## src/rtl/dds_cmd_decoder_mc.sv

```systemverilog
`default_nettype none
// ============================================================================
// Module   : dds_cmd_decoder_mc
// Brief    : Multi-channel DDS byte command decoder. Holds shadow/live tuning
//            words and per-channel enables, and answers each command with
//            ACK/NAK. Define DDS_READBACK_EN to add the READ (0x7) command.
// Revision : 1.0 - initial release
// ============================================================================
module dds_cmd_decoder_mc #(
    parameter int N_CH    = 4,
    parameter int M_WIDTH = 32,
    parameter int TIMEOUT = 12000
) (
    input  logic                    clk,
    input  logic                    rst_n,
    input  logic                    received,
    input  logic [7:0]              rx_byte,
    input  logic                    tx_ready,
    output logic                    transmit,
    output logic [7:0]              tx_byte,
    output logic [N_CH*M_WIDTH-1:0] m,
    output logic [N_CH-1:0]         en,
    output logic [N_CH-1:0]         set,
    output logic                    error
);

    localparam int c_nb    = M_WIDTH / 8;
    localparam int c_sel_w = (N_CH > 1) ? $clog2(N_CH) : 1;
    localparam int c_cnt_w = $clog2(TIMEOUT + 1);
    localparam logic [c_cnt_w-1:0] c_cnt_last = c_cnt_w'(TIMEOUT - 1);

    localparam logic [7:0] c_ack = 8'h06;
    localparam logic [7:0] c_nak = 8'h15;

    localparam logic [3:0] c_op_write   = 4'h1;
    localparam logic [3:0] c_op_select  = 4'h2;
    localparam logic [3:0] c_op_set     = 4'h3;
    localparam logic [3:0] c_op_enable  = 4'h4;
    localparam logic [3:0] c_op_disable = 4'h5;
    localparam logic [3:0] c_op_set_all = 4'h6;

    localparam logic [1:0] c_st_idle      = 2'd0;
    localparam logic [1:0] c_st_wait_data = 2'd1;
    localparam logic [1:0] c_st_resp      = 2'd2;
`ifdef DDS_READBACK_EN
    localparam logic [3:0] c_op_read      = 4'h7;
    localparam logic [1:0] c_st_read      = 2'd3;
`endif

    logic [1:0]         r_state;
    logic [1:0]         w_state_nxt;
    logic [M_WIDTH-1:0] r_shadow [N_CH];
    logic [M_WIDTH-1:0] r_live   [N_CH];
    logic [N_CH-1:0]    r_en;
    logic [N_CH-1:0]    r_set;
    logic               r_error;
    logic               r_transmit;
    logic [7:0]         r_tx_byte;
    logic [c_sel_w-1:0] r_sel_ch;
    logic [3:0]         r_wr_idx;
    logic               r_nak;
    logic [c_cnt_w-1:0] r_cnt;

    logic [3:0] w_op;
    logic [3:0] w_arg;
    logic       w_legal;
    logic       w_exec;
    logic       w_go_write;
    logic       w_store;
    logic       w_resp_load;
    logic       w_resp_nak;
    logic       w_err;
    logic       w_tx;
    logic [7:0] w_tx_data;
`ifdef DDS_READBACK_EN
    logic [4:0] r_rd_idx;
    logic       w_rd_start;
    logic       w_rd_adv;
    logic [7:0] w_rd_byte;
`endif

    assign w_op  = rx_byte[7:4];
    assign w_arg = rx_byte[3:0];

    always_comb begin
        w_legal = 1'b0;
        case (w_op)
            c_op_write:   w_legal = (int'(w_arg) < c_nb);
            c_op_select:  w_legal = (int'(w_arg) < N_CH);
            c_op_set,
            c_op_enable,
            c_op_disable,
            c_op_set_all: w_legal = 1'b1;
`ifdef DDS_READBACK_EN
            c_op_read:    w_legal = 1'b1;
`endif
            default:      w_legal = 1'b0;
        endcase
    end

    always_ff @(posedge clk) begin
        if (!rst_n) r_state <= c_st_idle;
        else        r_state <= w_state_nxt;
    end

    always_comb begin
        w_state_nxt = r_state;
        w_exec      = 1'b0;
        w_go_write  = 1'b0;
        w_store     = 1'b0;
        w_resp_load = 1'b0;
        w_resp_nak  = 1'b0;
        w_err       = 1'b0;
        w_tx        = 1'b0;
        w_tx_data   = 8'h00;
`ifdef DDS_READBACK_EN
        w_rd_start  = 1'b0;
        w_rd_adv    = 1'b0;
`endif
        case (r_state)
            c_st_idle: begin
                if (received) begin
                    if (!w_legal) begin
                        w_err       = 1'b1;
                        w_resp_load = 1'b1;
                        w_resp_nak  = 1'b1;
                        w_state_nxt = c_st_resp;
                    end else if (w_op == c_op_write) begin
                        w_go_write  = 1'b1;
                        w_state_nxt = c_st_wait_data;
`ifdef DDS_READBACK_EN
                    end else if (w_op == c_op_read) begin
                        w_rd_start  = 1'b1;
                        w_state_nxt = c_st_read;
`endif
                    end else begin
                        w_exec      = 1'b1;
                        w_resp_load = 1'b1;
                        w_state_nxt = c_st_resp;
                    end
                end
            end
            c_st_wait_data: begin
                // A byte arriving on the expiry cycle still counts as data.
                if (received) begin
                    w_store     = 1'b1;
                    w_resp_load = 1'b1;
                    w_state_nxt = c_st_resp;
                end else if (r_cnt == c_cnt_last) begin
                    w_err       = 1'b1;
                    w_resp_load = 1'b1;
                    w_resp_nak  = 1'b1;
                    w_state_nxt = c_st_resp;
                end
            end
            c_st_resp: begin
                w_err = received;
                if (tx_ready) begin
                    w_tx        = 1'b1;
                    w_tx_data   = r_nak ? c_nak : c_ack;
                    w_state_nxt = c_st_idle;
                end
            end
`ifdef DDS_READBACK_EN
            c_st_read: begin
                w_err = received;
                // Skip the cycle right after a strobe so each byte gets its own handshake.
                if (tx_ready && !r_transmit) begin
                    w_tx = 1'b1;
                    if (int'(r_rd_idx) == c_nb) begin
                        w_tx_data   = c_ack;
                        w_state_nxt = c_st_idle;
                    end else begin
                        w_tx_data = w_rd_byte;
                        w_rd_adv  = 1'b1;
                    end
                end
            end
`endif
            default: w_state_nxt = c_st_idle;
        endcase
    end

    always_ff @(posedge clk) begin
        if (!rst_n) begin
            for (int c = 0; c < N_CH; c++) begin
                r_shadow[c] <= '0;
                r_live[c]   <= '0;
            end
            r_en       <= '0;
            r_set      <= '0;
            r_error    <= 1'b0;
            r_transmit <= 1'b0;
            r_tx_byte  <= 8'h00;
            r_sel_ch   <= '0;
            r_wr_idx   <= 4'h0;
            r_nak      <= 1'b0;
            r_cnt      <= '0;
        end else begin
            r_set      <= '0;
            r_error    <= w_err;
            r_transmit <= w_tx;
            if (w_tx)        r_tx_byte <= w_tx_data;
            if (w_resp_load) r_nak     <= w_resp_nak;
            if (w_go_write)  r_wr_idx  <= w_arg;
            r_cnt <= (r_state == c_st_wait_data) ? r_cnt + 1'b1 : '0;
            if (w_store) begin
                for (int b = 0; b < c_nb; b++)
                    if (int'(r_wr_idx) == b) r_shadow[r_sel_ch][b*8 +: 8] <= rx_byte;
            end
            if (w_exec) begin
                case (w_op)
                    c_op_select:  r_sel_ch <= w_arg[c_sel_w-1:0];
                    c_op_set: begin
                        r_live[r_sel_ch] <= r_shadow[r_sel_ch];
                        r_set[r_sel_ch]  <= 1'b1;
                    end
                    c_op_enable:  r_en[r_sel_ch] <= 1'b1;
                    c_op_disable: r_en[r_sel_ch] <= 1'b0;
                    c_op_set_all: begin
                        for (int c = 0; c < N_CH; c++) r_live[c] <= r_shadow[c];
                        r_set <= '1;
                    end
                    default: ;
                endcase
            end
        end
    end

`ifdef DDS_READBACK_EN
    always_comb begin
        w_rd_byte = 8'h00;
        for (int b = 0; b < c_nb; b++)
            if (int'(r_rd_idx) == b) w_rd_byte = r_live[r_sel_ch][b*8 +: 8];
    end

    always_ff @(posedge clk) begin
        if (!rst_n)          r_rd_idx <= '0;
        else if (w_rd_start) r_rd_idx <= '0;
        else if (w_rd_adv)   r_rd_idx <= r_rd_idx + 1'b1;
    end
`endif

    generate
        for (genvar c = 0; c < N_CH; c++) begin : g_pack
            assign m[c*M_WIDTH +: M_WIDTH] = r_live[c];
        end
    endgenerate

    assign en       = r_en;
    assign set      = r_set;
    assign error    = r_error;
    assign transmit = r_transmit;
    assign tx_byte  = r_tx_byte;

endmodule
`default_nettype wire

```

## config.mk

```make
export PLATFORM = sky130hd
export DESIGN_NAME = dds_cmd_decoder_mc
export DESIGN_NICKNAME = d
export VERILOG_FILES = /design/src/rtl/dds_cmd_decoder_mc.sv
export SDC_FILE = /design/constraint.sdc
export NUM_CORES = 1
export LEC_CHECK = 0
export ABC_AREA = 1
export CORE_ASPECT_RATIO = 1.4
export CORE_MARGIN = 1
export CORE_UTILIZATION = 58
export CTS_BUF_LIST = sky130_fd_sc_hd__clkbuf_2 sky130_fd_sc_hd__clkbuf_4 sky130_fd_sc_hd__clkbuf_8
export DETAILED_ROUTE_END_ITERATION = 8
export MAX_ROUTING_LAYER = met4
export PLACE_DENSITY = 0.85
export SYNTH_ARGS = -nofsm -noshare
export SYNTH_HDL_FRONTEND = slang
export SYNTH_SLANG_ARGS = --single-unit
```

## constraint.sdc

```tcl
create_clock -name clk -period 3.36 [get_ports clk]
set_clock_uncertainty 0.15 [all_clocks]
set_input_delay 0.672 -clock clk [delete_from_list [all_inputs] [get_ports clk]]
set_output_delay 0.672 -clock clk [all_outputs]
set_load 0.02 [all_outputs]
```

==> flow_summary.ini <==
[worst_setup_path]
worst_path_max_delay_cell = clkdlybuf4s50_1
critPathKind = in2reg
crit_chain = clkdlybuf4s50_1, nor2_1, nand3_1, nand2_1, inv_2, a21boi_4, nand3_1, nand2_1, buf_4
endpoint_kind = flip-flop
cp_top_family = simple AND/OR/NAND/NOR gates
path_buf_inv = 3
worstPathArrival_ns = 2.67
path_max_fanout = 15
worst_setup_path_start_kind = input pin
worstPathRequired_ns = 3.44
slowest_delay_ns = 0.46

[cts]
ctsHoldBuffers = 0
cts.sinks = 294
ctsLongestPathBuffers = 3
cts_root_buf = clkbuf_8
cts_made_buffers = 41
cts.reportedPaths.clkPinSlew_ns = 0.07
h-tree-depth = 2
post_cts_buffers = 0
ctsResizeCount = 0
clk_latency_ns = 0.55
cts_tree = done

[floorplan]
core_area_sq_um = 21940
initial_core_util_pct = 59.22
io_pins = 158
dieArea_sq_um = 23010
die_h_um = 179.1
row_count = 64
fp.dieW_um = 128.5

[logic_synthesis]
ys_types = 35
syn_area_sq_um = 12990
syn_inst = 1293
synth_seq_cells = 294
ys.warnings.count = 0
synth.yosys.seq_area_share_pct = 65.02
avgSynthCellArea_sq_um = 10.05

[final_layout]
area_growth_pct = 20.29
n_fill_cell = 1536
drive_gt1_share_pct = 8.294
diodes = 0
nNetsFinal = 1454
final_cell_mix = nand2_1, edfxtp_1, nor2_1
final_area_sq_um = 15630
final_common_cell = nand2_1

[drt]
wl_per_cell_um = 19.13
drtIter0Drc = 1622
vias = 10540
firstDrtPassIters = 6
drcViolationCount = 0
wl_mm = 33.82
viasPerCell = 5.959
antenna_left = 0

[sta]
slew_headroom_pct = 52.00
worst_pin_slew_ns = 0.7193
clock.fmax_mhz = 384.9
period_minus_slack_ns = 2.598
post-route-period-util_pct = 77.31
setup_tns_ns = 0
setup_violations = 0
slew_viol_final = 0
fin_ws_ns = 0.7622
hold_viol = 0
rsz0062_at_grt = false

[pwr]
ir_drop_uv = 342.3
power.leakage_nw = 6.288
power_density_nw_per_um2 = 464.8

[run]
cap_viol_max_count = 0

[grt]
antenna_found_initial = 0
grt_pass1_vias = 9953
grt_remaining_overflow = 0
grt_max_degree = 72
grt_pass1_wl_mm = 52.15
grt_usage_pct = 30.97

[placement]
dp_slack_ns = 0.2248
place_congestion = 0.9421
placed_cell_area_sq_um = 14850
dpl.hpwl_mm = 22.69
port_buffers = 153

[min_path]
hold_path_class = reg2reg

[run_status]
status = completed
-- per-stage QoR --
stage	total power [mW]	hold slack, ns	std cells	utilization, %
after CTS	7.273	0.3041	1768	71.23
after detailed placement	4.701	0.2903	1695	67.70
after global routing	7.468	0.3292	1768	71.23
final	7.264	0.3006	1768	71.23
after global placement	4.690	0.2797	1695	67.70
after floorplan	4.456	0.2675	1296	-
-- path summary, 6_finish.rpt --
path	from	to	slack [ns]	depth (start not counted)
worst max-delay path	rx_byte[6]	r_live[0][31]$_DFFE_PP_	0.76	9
worst min-delay path	r_wr_idx[3]$_SDFFE_PN0P_	r_wr_idx[3]$_SDFFE_PN0P_	0.30	2
worst max register to register	r_state[1]$_SDFFE_PN0P_	r_shadow[2][0]$_SDFFCE_PN0P_	1.13	9
worst min register to register	r_wr_idx[3]$_SDFFE_PN0P_	r_wr_idx[3]$_SDFFE_PN0P_	0.30	2
-- power by group --
part	internal [mW]	switching [mW]	total [mW]
sequential	4.07	0.0625	4.14
combinational	0.167	0.327	0.494
clock	1.32	1.32	2.63
total	5.56	1.71	7.26
-- worst min-delay path: stages, from the launching register on --
cell	delay, ns
dfxtp_1	0.30
inv_1	0.06
nor3_1	0.05
-- synth_stat cells (all sizes together) --
cell type,n,area share (%)
a21boi,1,0.087
a21oi,11,0.42
a31oi,1,0.048
buf,42,2.3
clkbuf,51,1.5
clkinv,3,0.087
conb,1,0.029
dfxtp,38,5.9
edfxtp,256,59
ha,1,0.096
inv,46,1.3
nand2,349,10
nand3,21,0.85
nand4,136,6.5
nor2,217,6.5
nor3,11,0.50
nor3b,1,0.058
o21a,1,0.058
o21ai,71,2.7
o22ai,32,1.5
or2,1,0.048
xnor2,1,0.067
xor2,1,0.067
-- layout make-up --
cell class	instances	area [sq um]	share of cell area (%)
multi-input cells	860	3904	24.98
clock inverters	22	103.9	0.6645
flip-flops and latches	294	8448	54.06
inverters	49	183.9	1.177
repair buffers	195	1947	12.46
clock buffers	51	670.6	4.291
well taps	297	371.6	2.378
-- kinds of logic (layout without fill, tap and decap cells) --
logic type	Yosys count	count (layout)	share of synthesized area, %
simple gates	736	736	24.65
flops	294	294	65.02
buf+inv	142	317	5.171
compound gates	117	117	4.892
xor+xnor	2	2	0.1348
fa+ha+maj	1	1	0.09629
other cells	1	4	0.02886
-- metal layers --
| layer | GRT usage (%) | up-vias | wire length (um) |
|---|---|---|---|
| li1 | - | 4800 | - |
| met1 | 36.70 | 4782 | 11520 |
| met2 | 50.77 | 799 | 16910 |
| met3 | 5.222 | 154 | 3766 |
| met4 | 16.42 | 0 | 1619 |
| met5 | - | - | 0 |
-- registers in the layout, indices dropped and copies added, names as in the netlist, 2 cells and up, named ones only --
signal and cells:
r_wr_idx 4, r_shadow 128, tx_byte 3, r_cnt 14, r_live 128, set 4
r_state 2, r_sel_ch 2
No activity file was read; power rests on OpenSTA's default activity.
